**src/rtl/shift_pkg.sv**
```systemverilog
// Types and defaults shared by the shift serializer and the shift_rx receiver.
package shift_pkg;

  typedef enum logic {
    RECV = 1'b0,
    HUNT = 1'b1
  } rx_state_t;

  localparam int SHIFT_DEFAULT_BITS = 8;

endpackage

```
**src/rtl/shift_rx_bitcnt.sv**
```systemverilog
// Frame bit counter for shift_rx: clear has priority over enable; last flags the
// final bit position of a frame (cnt == last_val).
module shift_rx_bitcnt #(
  parameter int width    = 4,
  parameter int last_val = 7
) (
  input  logic clk,
  input  logic rst,
  input  logic clr,
  input  logic en,
  output logic last
);

  logic [width-1:0] cnt;

  // NOTE: sequential state is written with <= so every flop samples pre-edge values.
  always_ff @(posedge clk or posedge rst) begin
    if (rst)
      cnt <= '0;
    else if (clr)
      cnt <= '0;
    else if (en)
      cnt <= cnt + width'(1);
  end

  assign last = (cnt == width'(last_val));

endmodule

```
**src/rtl/shift_rx.sv**
```systemverilog
// Serial-to-parallel receiver (MSB first, end-of-shift framed) with valid/ready output.
// Define SHIFT_RX_PARITY_EN to append and check one even-parity bit per frame.
module shift_rx
  import shift_pkg::*;
#(
  parameter int bits = SHIFT_DEFAULT_BITS
) (
  input  logic            clk,
  input  logic            rst,
  input  logic            ena,
  input  logic            ser_in,
  input  logic            ser_eos,
  output logic [bits-1:0] dout,
  output logic            dout_valid,
  input  logic            dout_ready,
  output logic            frame_err,
  output logic            overrun,
  output logic            parity_err
);

`ifdef SHIFT_RX_PARITY_EN
  localparam int frame_len = bits + 1;
`else
  localparam int frame_len = bits;
`endif
  localparam int cnt_w = $clog2(bits + 1);

  rx_state_t       state;
  logic [bits-1:0] sreg;
  logic [bits-1:0] word;
  logic            last;
  logic            recv;
  logic            good;
  logic            bad_frame;
  logic            par_ok;
  logic            shift_en;
  logic            cnt_clr;
  logic            transfer;

  assign recv      = ena && (state == RECV);
  assign good      = recv && last && ser_eos;
  assign bad_frame = recv && (last != ser_eos);
  assign transfer  = dout_valid && dout_ready;

  // Restart the count at every frame boundary, good or bad, and on realignment.
  assign cnt_clr = ena && ((state == HUNT) ? ser_eos : (ser_eos || last));

`ifdef SHIFT_RX_PARITY_EN
  // The parity bit is checked against the data already held in sreg, never shifted in.
  assign word     = sreg;
  assign par_ok   = ~(^sreg ^ ser_in);
  assign shift_en = recv && !last;
`else
  assign word     = {sreg[bits-2:0], ser_in};
  assign par_ok   = 1'b1;
  assign shift_en = recv;
`endif

  shift_rx_bitcnt #(
    .width   (cnt_w),
    .last_val(frame_len - 1)
  ) u_bitcnt (
    .clk (clk),
    .rst (rst),
    .clr (cnt_clr),
    .en  (recv),
    .last(last)
  );

  always_ff @(posedge clk or posedge rst) begin
    if (rst) begin
      state      <= RECV;
      sreg       <= '0;
      dout       <= '0;
      dout_valid <= 1'b0;
      frame_err  <= 1'b0;
      overrun    <= 1'b0;
    end else begin
      frame_err <= 1'b0;
      if (shift_en)
        sreg <= {sreg[bits-2:0], ser_in};

      if (ena) begin
        case (state)
          RECV: if (bad_frame) begin
            frame_err <= 1'b1;
            state     <= HUNT;
          end
          HUNT: if (ser_eos) state <= RECV;
          default: state <= HUNT;
        endcase
      end

      // A same-cycle transfer frees the output register for the incoming word.
      if (good && par_ok && (!dout_valid || dout_ready)) begin
        dout       <= word;
        dout_valid <= 1'b1;
      end else begin
        if (good && par_ok)
          overrun <= 1'b1;
        if (transfer)
          dout_valid <= 1'b0;
      end
    end
  end

`ifdef SHIFT_RX_PARITY_EN
  always_ff @(posedge clk or posedge rst) begin
    if (rst)
      parity_err <= 1'b0;
    else
      parity_err <= good && !par_ok;
  end
`else
  assign parity_err = 1'b0;
`endif

endmodule

```
**config.mk**
```make
export PLATFORM = sky130hd
export DESIGN_NAME = shift_rx
export DESIGN_NICKNAME = d
export VERILOG_FILES = /design/src/rtl/shift_pkg.sv /design/src/rtl/shift_rx_bitcnt.sv /design/src/rtl/shift_rx.sv
export SDC_FILE = /design/constraint.sdc
export NUM_CORES = 1
export LEC_CHECK = 0
export BUFFER_PORTS_ARGS = -buffer_cell sky130_fd_sc_hd__buf_4
export CAP_MARGIN = 0
export CORE_MARGIN = 4
export CORE_UTILIZATION = 45
export DETAILED_ROUTE_END_ITERATION = 8
export PLACE_DENSITY = 0.63
export SLEW_MARGIN = 20
export SYNTH_ARGS = -nofsm -noshare
export SYNTH_HDL_FRONTEND = slang
export SYNTH_SLANG_ARGS = --single-unit
```
**constraint.sdc**
```tcl
create_clock -name clk -period 1.8 [get_ports clk]
set_input_delay 0.18 -clock clk [delete_from_list [all_inputs] [get_ports clk]]
set_output_delay 0.18 -clock clk [all_outputs]
set_load 0.02 [all_outputs]
```
==> run metrics, run 1 <==
run status complete, no violations; routability cong. 0.7431; P_leak 0.6479 nW; Reg2Reg Depth 5; Crit. End Element flip-flop; area share of the leading cell type in the synthesized netlist 58.67%; most common cell after layout, fill and taps aside dfrtp_1; worst r2r dst dout[2]; multi-input logic area 382.9 sq um; CP Class flip-flop to flip-flop; # IOs 18; Syn Nets 76; worst hold stages 2; ANT cells 0; CP arrival 1.83 ns; Area growth syn-to-layout 21.30%; row cnt 16; mapped cell area 980.9 sq um; clock transition at the registers of the reported paths 0.11 ns; setup violators final 0; cells after synthesis 68; CP Data Required Time 2.00 ns; Starting Density 48.51%; maxcap violations 0; H-tree depth 1; Layout fillers 168; DRT iter0 DRCs 11; synth unique cells 24; Die Height 54.69 um; via count 573; worst r2r src u_bitcnt.cnt[0]; Synth area leaders dfrtp_1 59%, mux2_2 17%, ha_1 2.6%, a21o_1 2.3%, nor4_4 2.2%; Detail Route Antenna Nets 0; CTS root buf clkbuf_4; Power Density 922.1 nW/um^2; unrepaired setup endpoints after global routing false; total negative slack 0 ns; hold wc startpoint ser_in; fin nets 100; clock tree buffer depth 2; remaining routing DRC violations 0; Min Hold Slack 0.1129 ns; die area 2991 sq um; Peak VDD IR 713.7 uV; CTS buffer count 3; post-DP HPWL 1120 um; FF-to-FF setup slack 0.17 ns; Worst Hold Class input port to flip-flop; Final Skew 0.002914 ns; clk sinks 23; total wire length 1485 um; area leader, netlist dfrtp_1; core area 2022 sq um; largest net degree at the start of global routing 24; Post-CTS Resized 0; total grt overflow 0; Yosys reg bits 23; WHS Endpoint sreg[0]; Crit Path Max Fanout 8; Detailed Routing Iterations Pass 1 4; vias in the first global route 576; most frequent cells in the layout 23 x dfrtp_1, 20 x buf_4, 15 x mux2_2; layout cell share with drive strength beyond 1 47.25%; Startpoint Class flip-flop; CTS tree yes; FMAX 613.6 MHz; Fin. Hold Viols 0; Max Slew Vio Count 0; syn_area_per_cell 14.43 sq um; sequential element share of the synthesized area 58.67%; die width 54.69 um; WL/cell 12.58 um; initial antenna violation count 0; crit share post-route 90.54%; Synthesis Warnings 0; Skew-Pair Late Insertion Delay 0.30 ns; fin crit period 1.630 ns; Tot GR Track Use 12.58%; routed vias/inst 4.856; first-pass GRT wire length 2587 um; Reg area 575.6 sq um; IO buf count 16
-- sequential cells by signal (all words and copies together) (netlist names) --
name	cells
dout_valid	1
overrun	1
sreg	7
u_bitcnt.cnt	4
frame_err	1
state	1
dout	8
-- worst max-delay path: stages (launching register included) --
cell	delay (ns)
dfrtp_1	0.41
ha_1	0.24
nand3b_4	0.11
nor4_4	0.21
buf_4	0.21
mux2_2	0.34
-- cell usage after synthesis (all sizes together) --
cell and number:
dfrtp 23, mux2 15, a21o 3, inv 3, a22o 2, ha 2
mux2i 2, nand2 2, nor2b 2, a32o 1, and2 1, and2b 1
and3 1, and3b 1, buf 1, clkbuf 1, conb 1, nand3b 1
nand4 1, nor3 1, nor4 1, o21ai 1, or2 1
-- how the worst max path moves through the flow --
stage | cells after the start | start | endpoint
floorplan | 4 | u_bitcnt.cnt[0] | dout[0]
global placement | 5 | u_bitcnt.cnt[0] | dout[3]
detailed placement | 5 | u_bitcnt.cnt[0] | dout[0]
CTS | 5 | u_bitcnt.cnt[0] | dout[2]
global route | 5 | u_bitcnt.cnt[0] | dout[2]
finish | 5 | u_bitcnt.cnt[0] | dout[2]
-- where the power goes --
part / switching, W / total [W] / internal, W
Sequential: 0.0000733 / 0.000685 / 0.000612
Combinational: 0.0000709 / 0.000186 / 0.000115
Clock: 0.000140 / 0.000226 / 0.0000863
-- cell type report --
cell class                 instances  area share (%)
sequential                        23           48.37
multi-input combinational         40           32.18
timing repair buffer              21           13.46
tap                               27           2.839
clock buffer                       4           2.208
inverter                           3          0.9464
-- timing repair --
action,CTS,global route
setup buffers,0,0
hold buffers,1,0
hold endpoints to repair,23,0
-- through the flow --
stage | total power (W) | setup WS [ns] | cells | area (sq um) | utilization, %
CTS | 0.001114 | 0.1601 | 118 | 1190 | 58.85
global placement | 0.0008835 | 0.2127 | 113 | 1154 | 57.05
floorplan | 0.0008184 | 0.1925 | 68 | 980.9 | -
finish | 0.001097 | 0.1703 | 118 | 1190 | 58.85
global route | 0.001170 | 0.05749 | 118 | 1190 | 58.85
detailed placement | 0.0008846 | 0.1801 | 113 | 1154 | 57.05
-- kinds of logic after synthesis --
group | Yosys count | share of synthesized area (%)
muxes | 17 | 19.26
buffers and inverters | 5 | 2.296
DFF | 23 | 58.67
other | 1 | 0.3823
and+or+nand+nor | 13 | 11.10
AOI/OAI and AO/OA | 7 | 5.739
adders and majority gates | 2 | 2.551
-- metal layers --
| metal | part of all wire, % | global-route usage, % | routed length [um] | up-vias |
|---|---|---|---|---|
| li1 | - | - | - | 286 |
| met1 | 50 | 16.81 | 749 | 271 |
| met2 | 43 | 17.72 | 634 | 14 |
| met3 | 6.1 | 6.267 | 90 | 2 |
| met4 | 0.67 | 3.734 | 10 | 0 |
| met5 | 0 | 0 | 0 | - |
Power figures use the tool's default switching activity.
==> run 2: changes to the inputs <==
--- a/config.mk
+++ b/config.mk
@@ -11,6 +11,7 @@
 export CORE_UTILIZATION = 45
 export DETAILED_ROUTE_END_ITERATION = 8
 export PLACE_DENSITY = 0.63
+export SETUP_SLACK_MARGIN = 0.3
 export SLEW_MARGIN = 20
 export SYNTH_ARGS = -nofsm -noshare
 export SYNTH_HDL_FRONTEND = slang
==> run 2 against run 1 <==
  * Worst hold slack worse by 0.0095 ns
  * Combinational power is 12% higher
  * Die area stayed put
  * Fmax grew 11%
  * Via count increased by 6.1%
  * Critical endpoint unchanged
==> run metrics, run 2 (synthesized netlist as in run 1, its figures left out) <==
run status complete, no violations; Starting Density 48.51% (unchanged); total power 0.001127 W (+2.7%); Crit Path Max Fanout 8 (unchanged); CP Class flip-flop to flip-flop; Detailed Routing Iterations Pass 1 4 (unchanged); die area 2991 sq um (unchanged); Reg2Reg Depth 4 (-1); setup violators final 0 (unchanged); unrepaired setup endpoints after global routing true; Skew-Pair Late Insertion Delay 0.31 ns (about the same); fin nets 102 (+2.0%); layout cell share with drive strength beyond 1 51.61% (+4.4 points); post-DP HPWL 1141 um (+1.9%); Worst Hold Class input port to flip-flop; crit share post-route 81.30% (-9.2 points); via count 608 (+6.1%); core area 2022 sq um (unchanged); biggest regs dout (8), sreg (7), u_bitcnt.cnt (4); hold wc startpoint ser_in; clock transition at the registers of the reported paths 0.13 ns (+0.02 ns); CTS buffer count 3 (unchanged); row cnt 16 (unchanged); worst r2r src dout_valid; Max Slew Vio Count 0 (unchanged); CP cell instances and2b_2 -> nor4_4 -> buf_6 -> mux2_2; most flop-heavy register dout; initial antenna violation count 0 (unchanged); clk sinks 23 (unchanged); # IOs 18 (unchanged); Startpoint Class flip-flop; clock tree buffer depth 2 (unchanged); H-tree depth 1 (unchanged); critical-path cell with the highest stage delay dfrtp_1; routability cong. 0.8027 (+8.0%); Detail Route Antenna Nets 0 (unchanged); DRT iter0 DRCs 7 (-4); Fin. Hold Viols 0 (unchanged); Final Skew 0.005150 ns (+0.002236 ns); Area growth syn-to-layout 24.74%; Largest register FFs 8 (unchanged); first-pass GRT wire length 2697 um (+4.3%); WHS Endpoint sreg[0]; die width 54.69 um (unchanged); worst hold stages 2 (unchanged); worst r2r dst dout[2]; Tot GR Track Use 13.13% (+0.55 points); total grt overflow 0 (unchanged); Power Density 921.1 nW/um^2 (-0.11%); CP arrival 1.67 ns (-0.16 ns); Crit. End Element flip-flop; max incr delay on CP 0.40 ns (about the same); total wire length 1655 um (+11%); maxcap violations 0 (unchanged); CTS root buf clkbuf_4; most common cell after layout, fill and taps aside dfrtp_1; routed vias/inst 5.067 (+4.3%); IO buf count 16 (unchanged); Peak VDD IR 622.9 uV (-13%); FMAX 683.3 MHz (+11%); FF-to-FF setup slack 0.34 ns (+0.17 ns); fin crit period 1.463 ns (-0.1663 ns); ANT cells 0 (unchanged); Layout fillers 156 (-7.1%); most frequent cells in the layout 23 x dfrtp_1, 21 x buf_4, 15 x mux2_2; P_leak 0.6600 nW (+1.9%); CP Data Required Time 2.00 ns (about the same); largest net degree at the start of global routing 24 (unchanged); total negative slack 0 ns (unchanged); WL/cell 13.79 um (+9.6%); CTS tree yes; remaining routing DRC violations 0 (unchanged); vias in the first global route 623 (+8.2%); Die Height 54.69 um (unchanged)
## run 2: worst max-delay path, delay by kind of cell, from the launching register on
kind / cells / cell delay (ns)
buffers and inverters: 1 / 0.17
muxes: 1 / 0.34
and+or+nand+nor: 2 / 0.45
DFF: 1 / 0.40
## run 2: through the flow
step,utilization (%),hold WS (ns),std cells,instance area (sq um),worst slack [ns]
6_report,60.52,0.1035,120,1224,0.3366
5_1_grt,60.52,0.08796,120,1224,0.2861
4_1_cts,59.59,0.09207,119,1205,0.3257
3_5_place_dp,56.68,0.2455,112,1146,0.2406
3_3_place_gp,56.68,0.2385,112,1146,0.2739
2_1_floorplan,-,0.1819,68,980.9,0.2369
## run 2: layer usage
metal	vias to the layer above	part of all wire, %	GRT usage (%)	wire length (um)
li1	290	-	-	-
met1	297	45	15.34	748
met2	17	48	21.06	793
met3	4	4.8	3.270	80
met4	0	2.1	8.714	34
met5	-	0	0	0
## run 2: worst max path at each step
stage	from	to	slack, ns	cells past startpoint
after floorplan	dout_valid	dout[0]	0.24	3
after global placement	u_bitcnt.cnt[0]	dout[2]	0.27	5
after detailed placement	u_bitcnt.cnt[0]	dout[5]	0.24	5
after CTS	u_bitcnt.cnt[1]	dout[5]	0.33	5
after global routing	u_bitcnt.cnt[0]	dout[0]	0.29	5
final	dout_valid	dout[2]	0.34	4
## run 2: power breakdown
part / switching, W / leakage [nW] / internal [W]
combinational: 0.0000804 / 0.341 / 0.000127
clock: 0.000153 / 0.0177 / 0.0000830
sequential: 0.0000721 / 0.302 / 0.000611
## run 2: cell type report
cell class                      instances  area [sq um]  share of cell area, %
Timing Repair Buffer                   23         178.9                  14.62
Clock inverter                          1         5.005                 0.4090
Inverter                                3         11.26                 0.9202
Clock buffer                            3         22.52                  1.840
Sequential cell                        23         575.6                  47.03
Multi-Input combinational cell         40         396.6                  32.41
Tap cell                               27         33.78                  2.761
## run 2: what timing repair did
item / CTS / global route
hold buffers: 1 / 0
setup buffers: 2 / 1
endpoints found under the hold margin: 23 / 0
resized for setup: 2 / 2
setup endpoints to repair: 8 / 8
